[config.mk]
export PLATFORM = sky130hd
export DESIGN_NAME = seq_mult_display
export DESIGN_NICKNAME = d
export VERILOG_FILES = /design/src/rtl/seq_mult_display.sv
export SDC_FILE = /design/constraint.sdc
export NUM_CORES = 1
export LEC_CHECK = 0
export ABC_AREA = 0
export CAP_MARGIN = 20
export CORE_UTILIZATION = 45
export CTS_BUF_LIST = sky130_fd_sc_hd__clkbuf_2
export DETAILED_ROUTE_END_ITERATION = 8
export DONT_BUFFER_PORTS = 1
export PLACE_DENSITY_LB_ADDON = 0.15
export SETUP_SLACK_MARGIN = 0.02
export SYNTH_ARGS = -nofsm -noshare
export SYNTH_HDL_FRONTEND = slang
export SYNTH_SLANG_ARGS = --single-unit
[constraint.sdc]
create_clock -name clk -period 2.45 [get_ports clk]
set_input_delay 0.3675 -clock clk [delete_from_list [all_inputs] [get_ports clk]]
set_output_delay 0.3675 -clock clk [all_outputs]
set_load 0.02 [all_outputs]
[src/rtl/seq_mult_display.sv]
// Sequential shift-add multiplier with a scanned 7-segment hex display of the last product.
// Define MULT_SIGNED_EN to treat a, b and product as two's complement.
module seq_mult_display #(
   parameter int WIDTH    = 8,
   parameter int DIGITS   = 4,
   parameter int SCAN_DIV = 100000
) (
   input  logic                 clk,
   input  logic                 rst_n,
   input  logic                 start,
   input  logic [WIDTH-1:0]     a,
   input  logic [WIDTH-1:0]     b,
   output logic                 busy,
   output logic                 done,
   output logic [2*WIDTH-1:0]   product,
   output logic [DIGITS-1:0]    sm_wei,
   output logic [7:0]           sm_duan
);

   localparam int PW     = 2 * WIDTH;
   localparam int STEP_W = $clog2(WIDTH);
   localparam int SC_W   = $clog2(SCAN_DIV);
   localparam int DIG_W  = (DIGITS > 1) ? $clog2(DIGITS) : 1;
   localparam int PAD_W  = (4 * DIGITS > PW) ? 4 * DIGITS : PW;

   typedef enum logic [1:0] {IDLE, RUN, FIN} state_t;

   state_t              r_state;
   state_t              w_next;
   logic [PW-1:0]       r_acc;
   logic [PW-1:0]       r_mcand;
   logic [WIDTH-1:0]    r_mplier;
   logic [STEP_W-1:0]   r_step;
   logic                r_neg;
   logic                r_done;
   logic [PW-1:0]       r_product;
   logic [WIDTH-1:0]    w_a_mag;
   logic [WIDTH-1:0]    w_b_mag;
   logic                w_neg;
   logic [SC_W-1:0]     r_scan;
   logic [DIG_W-1:0]    r_digit;
   logic [DIGITS-1:0]   r_wei;
   logic [PAD_W-1:0]    w_padded;
   logic [3:0]          w_nibble;
   logic [6:0]          w_seg;

   // Signed mode multiplies magnitudes; the most negative value's magnitude still fits unsigned.
`ifdef MULT_SIGNED_EN
   assign w_a_mag = a[WIDTH-1] ? -a : a;
   assign w_b_mag = b[WIDTH-1] ? -b : b;
   assign w_neg   = a[WIDTH-1] ^ b[WIDTH-1];
`else
   assign w_a_mag = a;
   assign w_b_mag = b;
   assign w_neg   = 1'b0;
`endif

   always_ff @(posedge clk) begin
      if (!rst_n) r_state <= IDLE;
      else        r_state <= w_next;
   end

   always_comb begin
      w_next = r_state;
      case (r_state)
         IDLE:    if (start) w_next = RUN;
         RUN:     if (r_step == STEP_W'(WIDTH - 1)) w_next = FIN;
         FIN:     w_next = IDLE;
         default: w_next = IDLE;
      endcase
   end

   always_ff @(posedge clk) begin
      if (!rst_n) begin
         r_acc     <= '0;
         r_mcand   <= '0;
         r_mplier  <= '0;
         r_step    <= '0;
         r_neg     <= 1'b0;
         r_done    <= 1'b0;
         r_product <= '0;
      end else begin
         r_done <= 1'b0;
         case (r_state)
            IDLE: begin
               if (start) begin
                  r_mcand  <= PW'(w_a_mag);
                  r_mplier <= w_b_mag;
                  r_acc    <= '0;
                  r_step   <= '0;
                  r_neg    <= w_neg;
               end
            end
            RUN: begin
               if (r_mplier[0]) r_acc <= r_acc + r_mcand;
               r_mcand  <= r_mcand << 1;
               r_mplier <= r_mplier >> 1;
               r_step   <= r_step + 1'b1;
            end
            FIN: begin
               r_product <= r_neg ? -r_acc : r_acc;
               r_done    <= 1'b1;
            end
            default: ;
         endcase
      end
   end

   // Digit select rotates in step with the digit index so sm_wei stays one-hot of r_digit.
   always_ff @(posedge clk) begin
      if (!rst_n) begin
         r_scan  <= '0;
         r_digit <= '0;
         r_wei   <= DIGITS'(1);
      end else if (r_scan == SC_W'(SCAN_DIV - 1)) begin
         r_scan <= '0;
         if (r_digit == DIG_W'(DIGITS - 1)) begin
            r_digit <= '0;
            r_wei   <= DIGITS'(1);
         end else begin
            r_digit <= r_digit + 1'b1;
            r_wei   <= r_wei << 1;
         end
      end else begin
         r_scan <= r_scan + 1'b1;
      end
   end

   assign w_padded = PAD_W'(r_product);
   assign w_nibble = 4'(w_padded >> {r_digit, 2'b00});

   always_comb begin
      w_seg = 7'h00;
      case (w_nibble)
         4'h0: w_seg = 7'h3F;
         4'h1: w_seg = 7'h06;
         4'h2: w_seg = 7'h5B;
         4'h3: w_seg = 7'h4F;
         4'h4: w_seg = 7'h66;
         4'h5: w_seg = 7'h6D;
         4'h6: w_seg = 7'h7D;
         4'h7: w_seg = 7'h07;
         4'h8: w_seg = 7'h7F;
         4'h9: w_seg = 7'h6F;
         4'hA: w_seg = 7'h77;
         4'hB: w_seg = 7'h7C;
         4'hC: w_seg = 7'h39;
         4'hD: w_seg = 7'h5E;
         4'hE: w_seg = 7'h79;
         4'hF: w_seg = 7'h71;
         default: w_seg = 7'h00;
      endcase
   end

   assign busy    = (r_state != IDLE);
   assign done    = r_done;
   assign product = r_product;
   assign sm_wei  = r_wei;
   assign sm_duan = {1'b0, w_seg};

endmodule

==> summary.md, run 1 <==
| Metric | Value |
|---|---|
| # Max-Cap Violations | 0 |
| Total Power Consumption | approximately 2.4 mW |
| Worst Clk Skew | approximately 0.04 ns |
| DRC violations left | 0 |
| Unique cell type count in the Yosys netlist | 49 |
| Pwr/cell area | roughly 480 mW/mm² |
| Total net switching power | roughly 660 µW |
| Clock tree from TritonCTS | built |
| Initial antenna violation count | 0 |
| Launching element type of the critical path | flop |
| Ant diodes | 0 |
| Weighted congestion reported at the end of routability-driven placement | ~0.85 |
| Overall die width | a little over 100 µm |
| Failing checks | negative setup slack |
| Min Clock Period, post-route | around 2.7 ns |
| Capture point of the worst reg-to-reg path | r_acc[14] |
| Worst Reg-to-Reg Cells | 9 |
| Post-Syn Area per Cell | 8.72 µm² |
| Signed area change from the synthesized netlist to the final layout | 11.9% |
| Top flip-flop cell by instance count after synthesis | dfxtp_1 |
| Via count of the first global-routing pass | about 3400 |
| Gr ovfl total | 0 |
| Biggest cell delay along the critical path | around 0.56 ns |
| Share of cells above drive strength 1 | 0.147 |
| Total routed wirelength | a little under 10000 µm |
| Average via count per standard cell | about 5.3 |
| Portion of total power attributed to sequential cells | 0.599 |
| CTS clk-pin slew, worst paths | between 0.2 and 0.3 ns |
| Die height | between 100 and 150 µm |
| CP endpoint kind | primary output |
| Area fraction of the dominant cell type after synthesis | 0.382 |
| Switching share of total power | 0.272 |
| Post-detail-place hpwl | approximately 7000 µm |
| Most common cell on crit path | mux4_2 |
| Part of the cycle the worst path needs | 1.12 |
| Crit path kind | reg2out |
| Clk network pwr share | 0.318 |
| Antenna Nets Post-Route | 0 |
| Count of yosys warnings during synthesis | 0 |
| Input/output buffers | 0 |
| CP cell instances | mux4_2 > inv_2 > ha_1 > inv_1 > mux4_2 > inv_4 |
| Total global routing track utilization | 0.200 |
| Part of the power in combinational logic | 0.083 |
| Die area | 0.0103 mm² |
| Gate count of the mapped netlist | 511 |
| Post-layout net count | about 580 |
| CTS H-Tree Depth | 3 |
| Critical-path top delay cell | mux4_2 |
| First-pass GRT wire length | roughly 16000 µm |
| Top area cells in the synthesized netlist | dfxtp_1 38%, ha_1 7.3%, nand2_1 6.9%, nor2b_1 3.5%, a22oi_1 3.4% |
| Largest delay contributor family on the critical path | multiplexers |
| Hold Startpoint | rst_n |
| Number of max-slew violations in the final report | 0 |
| Met2 global-route usage | 0.327 |
| Met1 global-route usage | 0.259 |
| Starting utilization of the core area | 0.473 |
| Path class of the lowest-slack min-delay path | in2reg |
| Transition at the pin with the smallest max-transition slack | between 0.6 and 0.7 ns |
| Setup TNS Final | -1.71 ns |
| Async S/R FF share, synth | 0 |
| Global-route met3 utilization | 0.0545 |
| Leakage power | slightly above 2 nW |
| Post-synth design cell area | about 0.0045 mm² |
| Number of storage elements in the synthesis netlist | between 80 and 90 |
| Reg2reg start | r_mcand[0] |
| Largest area contributor in the netlist | dfxtp_1 |
| Sink count of the clock tree | 85 |
| Area inside the core boundary | approximately 0.0094 mm² |
| Source of the critical timing path | r_digit[0] |
| Unrepaired setup endpoints after global routing | true |
| Total placed cells including tap cells | 637 |
| Max Fanout on Critical Path | 4 |
| Count of standard-cell rows | 35 |
| IO Count | between 40 and 50 |
| Peak supply drop | between 0.3 and 0.4 mV |
| Data required time of the worst path | roughly 2.1 ns |
| Setup ws final | -0.299 ns |
| WHS Path Cells | 2 |
| Drt first-iter violations | approximately 160 |
| Number of vias after detailed routing | ~3500 |
| Internal cell power | approximately 1.8 mW |
| Largest net degree at the start of global routing | 61 |
| GR peak layer | met2 |
| Data arrival time of the critical path | roughly 2.4 ns |
| Worst skew pair latency | roughly 0.53 ns |
| Run status | complete, but fails checks |
| Net count after synthesis | ~560 |
| Most frequent cell after synthesis | dfxtp_1 |
| Seq/Total Area, Yosys | 0.382 |
| Non-filler instance count after layout | between 600 and 700 |
| Placement-stage cell area | ~0.0047 mm² |
| Setup violators final | 7 |
| Maximum operating frequency | 0.364 GHz |
| Most used standard cells in the synthesized netlist | 85 x dfxtp_1, 82 x nand2_1, 31 x nor2_1 |
| Number of enable-type register cells in the synthesized netlist | 0 |
| WL per Instance | 14.5 µm |
| WHS Endpoint | sm_wei[0] |
| Total CTS buffers | 9 |
| R2R Setup Slk | around 0.17 ns |
| Number of hold violations in the final report | 0 |
| Worst relative slew slack | 0.547 |
| Buffer type at the clock tree root | clkbuf_2 |
| Buf/Inv on CP | 3 |
| First-pass iteration count of the detailed router | 4 |
| Maximum buffer depth of the clock tree | 2 |
| Final instance area | about 0.0050 mm² |
## worst reg2reg max path, stage by stage, from the launching register on
cell       delay, ns
dfxtp_1         0.41
ha_1            0.20
inv_1           0.06
fa_1            0.37
and2b_1         0.25
o211ai_1        0.11
a21boi_2        0.26
o2111ai_1       0.16
and3_1          0.21
o31ai_1         0.21
## power groups by stage
stage	Sequential (mW)	Clock [mW]	Combinational, mW
after floorplan	1.46	0	0.165
after global placement	1.47	0	0.179
after detailed placement	1.47	0	0.183
after CTS	1.45	0.807	0.202
after global routing	1.45	0.854	0.228
final	1.45	0.768	0.200
## layout make-up
class | instances | area [µm²]
clock buffer | 9 | 45.0
clock inverter | 7 | 81.3
fill | 897 | 4430
inverter | 15 | 58.8
multi-input combinational | 384 | 2620
sequential | 85 | 1710
tap | 129 | 161
timing repair buffer | 37 | 307
## worst max path at each step
stage	end	slack, ns	cells past startpoint
2_1_floorplan	sm_duan[3]	0.12	7
3_3_place_gp	sm_duan[3]	0.14	6
3_5_place_dp	sm_duan[3]	0.09	6
4_1_cts	sm_duan[3]	-0.33	6
5_1_grt	sm_duan[3]	-0.47	6
6_report	sm_duan[3]	-0.30	6
## logic make-up (layout without fill, tap and decap cells)
family	Yosys count	count (layout)	synth area share
adder cells (fa/ha/maj)	27	27	0.0775
AND/OR/NAND/NOR	205	205	0.222
flip-flops	85	85	0.382
multiplexers	12	13	0.0433
AO/OA/AOI/OAI	115	115	0.186
other	1	1	0.000842
buffers and inverters	43	68	0.0438
XOR/XNOR	23	23	0.0452
## sequential cells by signal, summed over array words and instances (netlist names)
register / flops
r_state: 2
r_mplier: 8
done: 1
r_acc: 16
sm_wei: 4
product: 16
r_step: 3
r_digit: 2
r_mcand: 16
r_scan: 17
## routing by layer
layer / up-vias / part of all wire
met5: - / 0
met4: 0 / 0.0042
met1: 1623 / 0.48
met2: 67 / 0.46
met3: 2 / 0.058
li1: 1829 / -
## stage by stage
stage | utilization | worst slack [ns] | hold WS [ns]
after floorplan | - | 0.116 | 0.417
after global placement | 0.495 | 0.143 | 0.429
after detailed placement | 0.495 | 0.0910 | 0.439
after CTS | 0.525 | -0.326 | 0.0168
after global routing | 0.529 | -0.469 | 0.00249
final | 0.529 | -0.299 | 0.0646
## placed cells by master (no fill, tap or decap), drive strengths merged, types with 5 or more instances in the layout
cell,count
dfxtp,85
nand2,82
buf,35
nor2,33
ha,26
nor2b,25
nand3,23
a21boi,21
a21oi,20
a22oi,20
inv,18
o211a,14
and3,13
xnor2,12
o21ai,12
xor2,11
clkbuf,9
nand2b,6
and2,6
o31ai,6
mux4,6
mux2i,5
nor3,5
## timing repair
action | in CTS | in global routing
setup endpoints to repair | 7 | 9
gates resized for setup | 16 | 9
pin swaps | 0 | 1
buffers inserted | 8 | 1
endpoints found under the hold margin | 60 | 0
gates cloned | 1 | 0
hold buffers | 3 | 0
Note: power is estimated with default switching activity, not from simulation.
==> run 2, diff against run 1 <==
CTS_CLUSTER_SIZE = 24   (was default)
==> results of run 2 <==
No change in the layout: final DEF, timing and power equal those of run 1.
